## config.mk

```make
export PLATFORM = sky130hd
export DESIGN_NAME = ula_wb_stage
export DESIGN_NICKNAME = d
export VERILOG_FILES = /design/src/rtl/ula_pkg.sv /design/src/rtl/ula_cond_eval.sv /design/src/rtl/ula_wb_stage.sv
export SDC_FILE = /design/constraint.sdc
export NUM_CORES = 1
export LEC_CHECK = 0
export CORE_UTILIZATION = 51
export CTS_CLUSTER_DIAMETER = 100
export CTS_CLUSTER_SIZE = 16
export DETAILED_ROUTE_END_ITERATION = 7
export PLACE_DENSITY_LB_ADDON = 0.1
export SETUP_SLACK_MARGIN = 0.15
export SLEW_MARGIN = 0
export SYNTH_ARGS = -nofsm -noshare
export SYNTH_HDL_FRONTEND = slang
export SYNTH_SLANG_ARGS = --single-unit
```

## constraint.sdc

```tcl
create_clock -name CLK -period 2.4 [get_ports CLK]
set_clock_uncertainty 0.1 [all_clocks]
set_input_delay 0.36 -clock CLK [delete_from_list [all_inputs] [get_ports CLK]]
set_output_delay 0.36 -clock CLK [all_outputs]
set_load 0.01 [all_outputs]
```

## src/rtl/ula_pkg.sv

```systemverilog
// Shared constants and types for the ULA output stage and any consumer of its flags.
package ula_pkg;

    localparam logic [3:0] COND_AL = 4'b0000;
    localparam logic [3:0] COND_O  = 4'b0001;
    localparam logic [3:0] COND_C  = 4'b0010;
    localparam logic [3:0] COND_Z  = 4'b0011;
    localparam logic [3:0] COND_S  = 4'b0100;
    localparam logic [3:0] COND_NZ = 4'b0101;
    localparam logic [3:0] COND_NS = 4'b0110;
    localparam logic [3:0] COND_NO = 4'b0111;
    localparam logic [3:0] COND_NC = 4'b1000;
    localparam logic [3:0] COND_LT = 4'b1001;
    localparam logic [3:0] COND_GE = 4'b1010;
    localparam logic [3:0] COND_LE = 4'b1011;
    localparam logic [3:0] COND_HI = 4'b1100;

    localparam int FLG_O = 3;
    localparam int FLG_C = 2;
    localparam int FLG_S = 1;
    localparam int FLG_Z = 0;

    typedef enum logic [1:0] {
        EMPTY = 2'd0,
        ONE   = 2'd1,
        FULL  = 2'd2
    } skid_state_t;

endpackage

```

## src/rtl/ula_cond_eval.sv

```systemverilog
// Evaluates a 4-bit branch condition code against a packed {O,C,S,Z} flag word.
module ula_cond_eval
    import ula_pkg::*;
(
    input  logic [3:0] COND,
    input  logic [3:0] FLAGS,
    output logic       COND_TRUE
);

    logic fO, fC, fS, fZ;

    assign fO = FLAGS[FLG_O];
    assign fC = FLAGS[FLG_C];
    assign fS = FLAGS[FLG_S];
    assign fZ = FLAGS[FLG_Z];

    // Codes above COND_HI are reserved and always evaluate false.
    always_comb begin
        COND_TRUE = 1'b0;
        case (COND)
            COND_AL: COND_TRUE = 1'b1;
            COND_O:  COND_TRUE = fO;
            COND_C:  COND_TRUE = fC;
            COND_Z:  COND_TRUE = fZ;
            COND_S:  COND_TRUE = fS;
            COND_NZ: COND_TRUE = ~fZ;
            COND_NS: COND_TRUE = ~fS;
            COND_NO: COND_TRUE = ~fO;
            COND_NC: COND_TRUE = ~fC;
            COND_LT: COND_TRUE = fS ^ fO;
            COND_GE: COND_TRUE = ~(fS ^ fO);
            COND_LE: COND_TRUE = (fS ^ fO) | fZ;
            COND_HI: COND_TRUE = fC & ~fZ;
            default: COND_TRUE = 1'b0;
        endcase
    end

endmodule

```

## src/rtl/ula_wb_stage.sv

```systemverilog
// Registered ULA output stage: 2-entry skid buffer toward writeback, flag register
// and branch condition evaluation.
module ula_wb_stage
    import ula_pkg::*;
#(
    parameter int bits = 16,
    parameter int REGA = 4
) (
    input  logic            CLK,
    input  logic            RST_N,
    input  logic            FLUSH,
    input  logic            IN_VALID,
    output logic            IN_READY,
    input  logic [bits-1:0] RESU,
    input  logic            O,
    input  logic            C,
    input  logic            S,
    input  logic            Z,
    input  logic            FLAG_WE,
    input  logic            WB_EN,
    input  logic [REGA-1:0] DST,
    output logic            OUT_VALID,
    input  logic            OUT_READY,
    output logic [bits-1:0] OUT_RES,
    output logic [REGA-1:0] OUT_DST,
    output logic            OUT_WB,
    output logic [3:0]      FLAGS,
    input  logic [3:0]      COND,
    output logic            COND_TRUE
);

    skid_state_t state_q, state_d;

    logic [bits-1:0] headRes_q, headRes_d, skidRes_q, skidRes_d;
    logic [REGA-1:0] headDst_q, headDst_d, skidDst_q, skidDst_d;
    logic            headWb_q, headWb_d, skidWb_q, skidWb_d;
    logic [3:0]      flags_q, flags_d;

    logic accept, pop;

    // A flushed beat is dropped entirely, so it never counts as accepted.
    assign accept = IN_VALID & IN_READY & ~FLUSH;
    assign pop    = OUT_VALID & OUT_READY;

    always_ff @(posedge CLK) begin
        if (!RST_N) begin
            state_q   <= EMPTY;
            headRes_q <= '0;
            headDst_q <= '0;
            headWb_q  <= 1'b0;
            skidRes_q <= '0;
            skidDst_q <= '0;
            skidWb_q  <= 1'b0;
            flags_q   <= 4'b0000;
        end else begin
            state_q   <= state_d;
            headRes_q <= headRes_d;
            headDst_q <= headDst_d;
            headWb_q  <= headWb_d;
            skidRes_q <= skidRes_d;
            skidDst_q <= skidDst_d;
            skidWb_q  <= skidWb_d;
            flags_q   <= flags_d;
        end
    end

    always_comb begin
        state_d   = state_q;
        headRes_d = headRes_q;
        headDst_d = headDst_q;
        headWb_d  = headWb_q;
        skidRes_d = skidRes_q;
        skidDst_d = skidDst_q;
        skidWb_d  = skidWb_q;
        case (state_q)
            EMPTY: begin
                if (accept) begin
                    state_d   = ONE;
                    headRes_d = RESU;
                    headDst_d = DST;
                    headWb_d  = WB_EN;
                end
            end
            ONE: begin
                if (accept && pop) begin
                    headRes_d = RESU;
                    headDst_d = DST;
                    headWb_d  = WB_EN;
                end else if (accept) begin
                    state_d   = FULL;
                    skidRes_d = RESU;
                    skidDst_d = DST;
                    skidWb_d  = WB_EN;
                end else if (pop) begin
                    state_d = EMPTY;
                end
            end
            FULL: begin
                if (pop) begin
                    state_d   = ONE;
                    headRes_d = skidRes_q;
                    headDst_d = skidDst_q;
                    headWb_d  = skidWb_q;
                end
            end
            default: state_d = EMPTY;
        endcase
        if (FLUSH) begin
            state_d = EMPTY;
        end
    end

    always_comb begin
        flags_d = flags_q;
        if (accept && FLAG_WE) begin
            flags_d = {O, C, S, Z};
        end
    end

    // IN_READY depends only on the state register, keeping OUT_READY off that path.
    always_comb begin
        IN_READY  = (state_q != FULL);
        OUT_VALID = (state_q != EMPTY);
        OUT_RES   = headRes_q;
        OUT_DST   = headDst_q;
        OUT_WB    = headWb_q;
        FLAGS     = flags_q;
    end

    ula_cond_eval u_cond_eval (
        .COND      (COND),
        .FLAGS     (flags_q),
        .COND_TRUE (COND_TRUE)
    );

endmodule

```

==> qor.csv <==
stage;metric;value;unit
cts;Post-CTS Hold Buffers;0;
setup_path;R2R setup slack;750;ps
status;status;finished, final reports clean;
placed_design;area of placed instances;2910;µm²
power;Leak;1.20;nW
setup_path;slowest CP cell;clkdlybuf4s50_1;
route;first drt pass iteration count;4;
worst_hold_path;Hold Path Origin;skidRes_q[0];
die;Starting Density;54.0;%
synthesis;Syn Area/Cell;9.13;µm²
route;DR DRC count;0;
die;core area;4090;µm²
timing;Slew HR;74.0;%
synthesis;Yosys reg bits;48;
worst_hold_path;Hold Crit Class;reg -> reg;
synthesis;Gate Count Post-Synth;242;
setup_path;Reg2Reg Depth;5;
setup_path;worst path bufs/invs;3;
power;Peak VDD IR;0.000415;V
placed_design;Port Buf Inserts;62;
setup_path;Reg-to-Reg Start;state_q[1];
setup_path;CP max stage delay;470;ps
timing;minimum clock period;2130;ps
timing;Worst-Margin Slew;390;ps
setup_path;reg2reg end;OUT_WB;
timing;final setup fails;0;
power;Tot Pwr;1.76;mW
timing;Hold Slack;357;ps
cts;clock sink total;48;
placed_design;dpl cells;345;
setup_path;crit path capture type;output pin;
die;die area;4600;µm²
route;vias per cell;5.41;
finish;layout cells sized above 1;14.8;%
route;antenna violation net count after detailed routing;0;
global_routing;largest net degree at the start of global routing;35;
cts;clock tree buffer depth;2;
power;power per cell area;579;nW/µm²
route;Iter 0 DRT Violations;106;
finish;post-route cell area;3040;µm²
route;Routed WL;4770;µm
die;num rows;23;
synthesis;area of the mapped netlist;2210;µm²
global_routing;Tot GR Track Use;21.5;%
timing;post-route setup TNS;0;ps
cts;CTS H-tree depth;2;
finish;Final Core Density;74.5;%
global_routing;first-pass GRT wire length;7370;µm
global_routing;vias in the first global route;1688;
cts;worst skew pair latency;290;ps
timing;worst setup slack after layout;273;ps
finish;Final nets;338;
timing;RSZ-0062 raised after global routing;no;
finish;Layout area overhead;37.8;%
cts;CTS tree;done;
synthesis;syn nets;277;
setup_path;Critical Path Source Type;input port;
die;Die X;67.8;µm
timing;fmax;470;MHz
placed_design;GPL Wtd Cong;0.782;
setup_path;Data arrival, critical path;1670;ps
timing;Hold Fails Final Rpt;0;
placed_design;worst slack, placed;-225;ps
global_routing;Remaining Overflow, GRT;0;
worst_hold_path;Worst Hold End;skidRes_q[0];
synthesis;Synth cell types;33;
worst_hold_path;Worst Hold Path Cells;2;
finish;post-route non-filler standard cell count;354;
setup_path;Worst Path Required;1940;ps
placed_design;DP Wirelength;3180;µm
synthesis;Yosys Warn Count;0;
setup_path;CP delay by family, top;buffers and inverters;
setup_path;CP Class;in -> out;
cts;Worst-path clk slew;80;ps
setup_path;CP Max Fanout;6;
cts;Clock Tree Root;clkbuf_8;
die;Die Ht;67.8;µm
finish;diode count;0;
cts;total CTS buffers;5;
route;routed length per instance;13.5;µm
die;Top Ports;63;
run;Max Cap Violations;0;
route;via count;1915;
global_routing;initial antenna violation count;0;
timing;Max Slew Vio Count;0;
synthesis;post-synthesis sequential area ratio;43.5;%
timing;Tcrit/Tclk final;88.6;%
setup_path;crit path cell chain;clkdlybuf4s50_1 -> buf_4 -> nand2b_1 -> nand3_1 -> a21oi_1 -> o22a_1 -> clkdlybuf4s15_2;
-- how the worst max path moves through the flow --
stage                       start   endpoint  depth (start not counted)  slack, ps
after floorplan           COND[3]  COND_TRUE                          5        780
after global placement    COND[3]  COND_TRUE                          6       -150
after detailed placement  COND[2]  COND_TRUE                          5       -220
after CTS                 COND[3]  COND_TRUE                          6        160
after global routing      COND[1]  COND_TRUE                          7        150
final                     COND[1]  COND_TRUE                          7        270
-- power by group --
group / internal (mW) / leakage, nW / switching [mW]
clock: 0.308 / 0.0541 / 0.264
combinational: 0.187 / 0.750 / 0.147
sequential: 0.834 / 0.392 / 0.0231
-- what timing repair did --
action                                  CTS  global route
resized for setup                         6             4
buffers inserted                          0             1
pin swaps                                 0             2
endpoints found under the setup margin    1             1
-- state kept, by name (all words and copies together) (netlist names) --
signal     flops
OUT_WB         1
skidWb_q       1
OUT_RES       16
skidDst_q      4
OUT_DST        4
FLAGS          4
skidRes_q     16
state_q        2
-- cell type report --
cell class	count	area, µm²
clock buffer	5	68.8
clock inverter	3	42.5
fill	313	1040
inverter	2	7.51
multi-input combinational	174	1170
sequential	48	961
tap	50	62.6
timing repair buffer	72	731
-- cells by family (layout without fill, tap and decap cells) --
| family | after synthesis | after routing | synth area share [%] |
|---|---|---|---|
| AOI/OAI and AO/OA | 56 | 56 | 21.4 |
| xor gates and xnor gates | 1 | 1 | 0.397 |
| buffers and inverters | 20 | 82 | 4.31 |
| DFF | 48 | 48 | 43.5 |
| muxes | 26 | 26 | 11.8 |
| and+or+nand+nor | 91 | 91 | 18.6 |
-- synth_stat cells --
cell,instances,area [µm²]
a21oi_1,24,120
nand4b_1,1,8.76
clkbuf_1,8,30.0
o221ai_1,1,8.76
dfxtp_1,48,961
o21a_1,1,7.51
o311ai_0,1,8.76
nand3b_1,2,15.0
nand3_1,2,10.0
nor3b_1,2,15.0
xnor2_1,1,8.76
o21ai_0,3,15.0
o22a_1,2,17.5
nand2b_1,5,31.3
and3_1,1,6.26
a31oi_1,1,6.26
a211oi_1,2,15.0
nand2_1,43,161
a211oi_2,19,238
mux2i_1,25,250
buf_2,6,30.0
o221ai_4,1,26.3
nor4b_2,1,15.0
buf_4,3,22.5
mux2_2,1,11.3
inv_1,2,7.51
or2_2,1,6.26
nor2b_1,3,18.8
nand4bb_1,1,11.3
a2111oi_0,1,8.76
clkbuf_2,1,5.00
nor3_1,2,10.0
nor2_1,27,101
-- metal layers --
metal | share of wire, % | wire length, µm | GRT usage, % | vias to the layer above
met3 | 5.7 | 272 | 5.41 | 10
met5 | 0 | 0 | 0 | -
li1 | - | - | - | 961
met2 | 47 | 2260 | 35.5 | 53
met1 | 45 | 2140 | 26.2 | 891
met4 | 1.9 | 92 | 9.38 | 0
-- tightest hold or removal path: cells and delay by family, from the launching register on --
| kind | cells | cell delay [ps] |
|---|---|---|
| and+or+nand+nor | 1 | 50 |
| DFF | 1 | 310 |
| AOI/OAI and AO/OA | 1 | 50 |
-- cell usage in the layout (no fill, tap or decap), drive strengths merged --
cell	n
a21oi	24
nor3b	2
clkdlybuf4s15	1
mux2	1
nand2b	5
o21ai	3
xnor2	1
dfxtp	48
nand3b	2
o221ai	2
nor3	2
and3	1
clkinv	1
inv	2
a2111oi	1
mux2i	25
a211oi	21
nand3	2
clkdlybuf4s50	59
clkbuf	5
nor2	27
nand4b	1
bufinv	1
buf	10
nor2b	3
clkinvlp	1
a31oi	1
o21a	1
or2	1
nand4bb	1
o311ai	1
nor4b	1
o22a	2
dlymetal6s2s	2
nand2	43
Note: power is estimated with default switching activity, not from simulation.
